===== config.mk =====
export PLATFORM = sky130hd
export DESIGN_NAME = serial_subtractor_8bit_with_enable
export DESIGN_NICKNAME = d
export VERILOG_FILES = /design/src/rtl/arith_pkg.sv /design/src/rtl/full_subtractor_1bit.sv /design/src/rtl/serial_subtractor_8bit_with_enable.sv
export SDC_FILE = /design/constraint.sdc
export NUM_CORES = 1
export LEC_CHECK = 0
export ABC_AREA = 1
export CAP_MARGIN = 20
export CORE_ASPECT_RATIO = 1.75
export CORE_MARGIN = 2
export CORE_UTILIZATION = 30
export DETAILED_ROUTE_END_ITERATION = 8
export PLACE_DENSITY_LB_ADDON = 0.12
export SLEW_MARGIN = 5
export SYNTH_ARGS = -nofsm -noshare
export SYNTH_HDL_FRONTEND = slang
export SYNTH_SLANG_ARGS = --single-unit

===== constraint.sdc =====
create_clock -name clk -period 2.3 [get_ports clk]
set_input_delay 0.46 -clock clk [delete_from_list [all_inputs] [get_ports clk]]
set_output_delay 0.46 -clock clk [all_outputs]
set_load 0.1 [all_outputs]

===== src/rtl/arith_pkg.sv =====
// Shared arithmetic definitions for the adder/subtractor family: default width
// and the sequencer state encoding.
package arith_pkg;
  localparam int ADD_W = 8;

  typedef enum logic [1:0] {
    ST_IDLE = 2'd0,
    ST_RUN  = 2'd1,
    ST_DONE = 2'd2
  } arith_state_e;
endpackage


===== src/rtl/full_subtractor_1bit.sv =====
// One-bit full subtractor: d = a - b - bin, with borrow-out.
module full_subtractor_1bit (
  input  logic a,
  input  logic b,
  input  logic bin,
  output logic d,
  output logic bout
);
  assign d    = a ^ b ^ bin;
  assign bout = (~a & b) | (~(a ^ b) & bin);
endmodule


===== src/rtl/serial_subtractor_8bit_with_enable.sv =====
// Bit-serial subtractor, LSB first. start/done handshake; enable freezes all state.
// Handshake: start is taken on an enabled edge in IDLE or DONE; done marks one result.
module serial_subtractor_8bit_with_enable
  import arith_pkg::*;
#(
  parameter int WIDTH = ADD_W
) (
  input  logic             clk,
  input  logic             rst,
  input  logic             enable,
  input  logic             start,
  input  logic [WIDTH-1:0] a,
  input  logic [WIDTH-1:0] b,
  input  logic             bin,
  output logic             busy,
  output logic             done,
  output logic [WIDTH-1:0] diff,
  output logic             bout
);
  localparam int CW = $clog2(WIDTH);
  localparam logic [CW-1:0] LAST = CW'(WIDTH - 1);
  localparam logic [1:0] IDLE = ST_IDLE;
  localparam logic [1:0] RUN  = ST_RUN;
  localparam logic [1:0] DONE = ST_DONE;

  logic [1:0]       state_q, state_d;
  logic [CW-1:0]    cnt_q, cnt_d;
  logic [WIDTH-1:0] a_q, a_d;
  logic [WIDTH-1:0] b_q, b_d;
  logic             br_q, br_d;
  logic [WIDTH-1:0] res_q, res_d;
  logic [WIDTH-1:0] diff_q, diff_d;
  logic             bout_q, bout_d;
  logic             fs_d, fs_bout;

  full_subtractor_1bit u_fs (
    .a    (a_q[0]),
    .b    (b_q[0]),
    .bin  (br_q),
    .d    (fs_d),
    .bout (fs_bout)
  );

  always_comb begin
    state_d = state_q;
    cnt_d   = cnt_q;
    a_d     = a_q;
    b_d     = b_q;
    br_d    = br_q;
    res_d   = res_q;
    diff_d  = diff_q;
    bout_d  = bout_q;
    if (enable) begin
      case (state_q)
        IDLE, DONE: begin
          if (start) begin
            a_d     = a;
            b_d     = b;
            br_d    = bin;
            cnt_d   = '0;
            state_d = RUN;
          end else begin
            state_d = IDLE;
          end
        end
        RUN: begin
          res_d = {fs_d, res_q[WIDTH-1:1]};
          a_d   = a_q >> 1;
          b_d   = b_q >> 1;
          br_d  = fs_bout;
          cnt_d = cnt_q + 1'b1;
          // Last bit: publish the result and leave RUN before the counter can wrap.
          if (cnt_q == LAST) begin
            diff_d  = {fs_d, res_q[WIDTH-1:1]};
            bout_d  = fs_bout;
            cnt_d   = '0;
            state_d = DONE;
          end
        end
        default: state_d = IDLE;
      endcase
    end
  end

  always_ff @(posedge clk) begin
    if (rst) begin
      state_q <= IDLE;
      cnt_q   <= '0;
      a_q     <= '0;
      b_q     <= '0;
      br_q    <= 1'b0;
      res_q   <= '0;
      diff_q  <= '0;
      bout_q  <= 1'b0;
    end else begin
      state_q <= state_d;
      cnt_q   <= cnt_d;
      a_q     <= a_d;
      b_q     <= b_d;
      br_q    <= br_d;
      res_q   <= res_d;
      diff_q  <= diff_d;
      bout_q  <= bout_d;
    end
  end

  assign busy = (state_q == RUN);
  assign done = (state_q == DONE);
  assign diff = diff_q;
  assign bout = bout_q;
endmodule


==> impl_metrics.json <==
{
  "worstRegToRegCells": 6,
  "hpwl_mm": 3.07,
  "h-tree-depth": 2,
  "dieArea_mm2": 0.00712,
  "synth.largest_area_cell": "dfxtp_1",
  "drv_cap": 0,
  "start_kind": "flip-flop",
  "yosysWarnings": 0,
  "grt_pass1_wl_mm": 7.73,
  "cts_resized": 0,
  "grt_pass1_vias": 1701,
  "fp.dieH_um": 110,
  "synth_cell_types": 21,
  "layout_setup_ws_ns": 0.525,
  "cp-end-kind": "primary output",
  "drtIter0Drc": 108,
  "postCtsHoldBufs": 0,
  "use_met2_pct": 27.7,
  "grt_max_degree": 28,
  "layout_common_cells": "nand2_1 (81), nor2_1 (54), dfxtp_1 (38), nand3_1 (24), clkdlybuf4s50_1 (20)",
  "fillCellCount": 693,
  "clock_sinks": 38,
  "setup_viol": 0,
  "setup.worst_path.class": "reg2out",
  "gr-usage-met3_pct": 2.84,
  "maxSlewViolCount": 0,
  "place_ws_ns": 0.323,
  "drc_errors": 0,
  "drtAntennaViolNets": 0,
  "status": "completed",
  "vias_per_cell": 4.52,
  "cts_tree": "done",
  "rows": 38,
  "holdWs_ns": 0.468,
  "antenna_found_initial": 0,
  "ff2ff_setup_slack_ns": 0.87,
  "r2r-end": "a_q[6]",
  "yosysSeqAreaShare_pct": 39.4,
  "setup_tns_ns": 0,
  "top_usage_layer": "met2",
  "netlist.area_leader.share_pct": 39.4,
  "numPortBuffers": 31,
  "fin_crit_ns": 1.77,
  "use_met1_pct": 14.2,
  "layout-drive-gt1-share_pct": 12.5,
  "clk_pin_slew_worst_paths_ns": 0.08,
  "post_drt_wl_per_cell_um": 11.8,
  "cts_root_buf": "clkbuf_8",
  "hp-class": "reg2reg",
  "start_util_pct": 31.0,
  "fp.coreArea_mm2": 0.00623,
  "numCtsBuffers": 5,
  "fmax_ghz": 0.563,
  "p_leak_uw": 0.00114,
  "rsz0062_at_grt": "false",
  "period_share_pct": 77.2,
  "synth_fp_nets": 297,
  "min_to": "res_q[1]",
  "cts_setup_buffers": 0,
  "vdd_drop_max_mv": 0.264,
  "power_density_mw_per_mm2": 690,
  "required_ns": 1.84,
  "finalHoldViolCount": 0,
  "syn-instance-count": 273,
  "fin_skew_ns": 0.00963,
  "wirelength_mm": 4.53,
  "diodes": 0,
  "grt-ovfl-total": 0,
  "vias": 1732,
  "slew_headroom_pct": 69.2,
  "timing.rr.start": "state_q[0]",
  "layout_commonest_cell": "nand2_1",
  "io_pins": 32,
  "synthTopCellsByArea": "dfxtp_1 (39%), nand2_1 (16%), nor2_1 (11%), nand3_1 (6.2%), nand3b_1 (5.8%)",
  "min_from": "res_q[1]",
  "crit_arrival_ns": 1.31,
  "tightest_slew_ns": 0.460,
  "syn_area_mm2": 0.00193,
  "clockBufferDepth": 2,
  "gp_congestion": 0.753,
  "area_growth_pct": 24.2,
  "track_usage_pct": 14.1,
  "fp.dieW_um": 64.7,
  "ys_ff_latch": 38,
  "dr.pass1.iters": 4,
  "syn_avg_cell_area_um2": 7.08,
  "finalNetCount": 326,
  "path_max_fanout": 9,
  "clock_latency_ns": 0.30,
  "holdPathStages": 2
}
## worst max-delay path by stage
| stage | startpoint | endpoint | depth (start not counted) |
|---|---|---|---|
| final | state_q[0] | busy | 3 |
| after global routing | state_q[0] | busy | 3 |
| after CTS | state_q[0] | busy | 3 |
| after detailed placement | enable | b_q[2] | 5 |
| after global placement | enable | b_q[7] | 5 |
| after floorplan | state_q[1] | done | 3 |
## flip-flops by register name, summed over array words and instances, names as in the netlist
register and count:
a_q 8, b_q 8, diff 8, res_q 7, cnt_q 3, state_q 2, bout 1, br_q 1
## Yosys cell counts
cell and instances:
nor2_1 55, nand2_2 1, nand3_1 24, ha_1 2
buf_2 2, buf_6 7, inv_1 18, a31oi_1 1
nor2_2 4, nand3b_1 15, buf_4 4, nand4_4 1
nand2_1 81, a21oi_1 10, fa_1 1, dfxtp_1 38
clkinv_1 1, inv_2 2, clkbuf_1 1, nand3_2 2
nand3_4 3
## where the power goes
| group | total [µW] | switching [µW] | internal [µW] |
|---|---|---|---|
| logic | 236 | 136 | 100 |
| registers | 704 | 14.1 | 690 |
| clock network | 715 | 252 | 463 |
| total | 1650 | 402 | 1250 |
## per-layer routing
| layer | routed length, µm | up-vias |
|---|---|---|
| li1 | - | 904 |
| met1 | 1780 | 795 |
| met2 | 2520 | 25 |
| met3 | 142 | 8 |
| met4 | 79 | 0 |
| met5 | 0 | - |
## critical path: stages, from the launching register on
cell and delay, ns:
dfxtp_1 0.35, inv_2 0.07, nor2_2 0.36, buf_12 0.24
## final cells by class
class                   count  area, µm²  area share, %
clock buffers               6       82.6           3.44
clock inverters             2       60.1           2.50
multi-input cells         200        972           40.5
well taps                  80        100           4.17
flip-flops and latches     38        761           31.7
repair buffers             36        345           14.4
inverters                  21       78.8           3.28
## cell families after synthesis
| group | share of synthesized area, % |
|---|---|
| AOI/OAI and AO/OA | 2.91 |
| adders and majority gates | 2.33 |
| buffers and inverters | 10.4 |
| DFF | 39.4 |
| and+or+nand+nor | 44.9 |
## metrics by stage
step	total power [µW]	area (µm²)	std cells	util (%)
final	1650	2400	383	38.5
after floorplan	891	1930	273	-
after CTS	1680	2400	383	38.5
after detailed placement	960	2260	375	36.2
after global routing	1730	2400	383	38.5
after global placement	960	2260	375	36.2
Note: power is estimated with default switching activity, not from simulation.
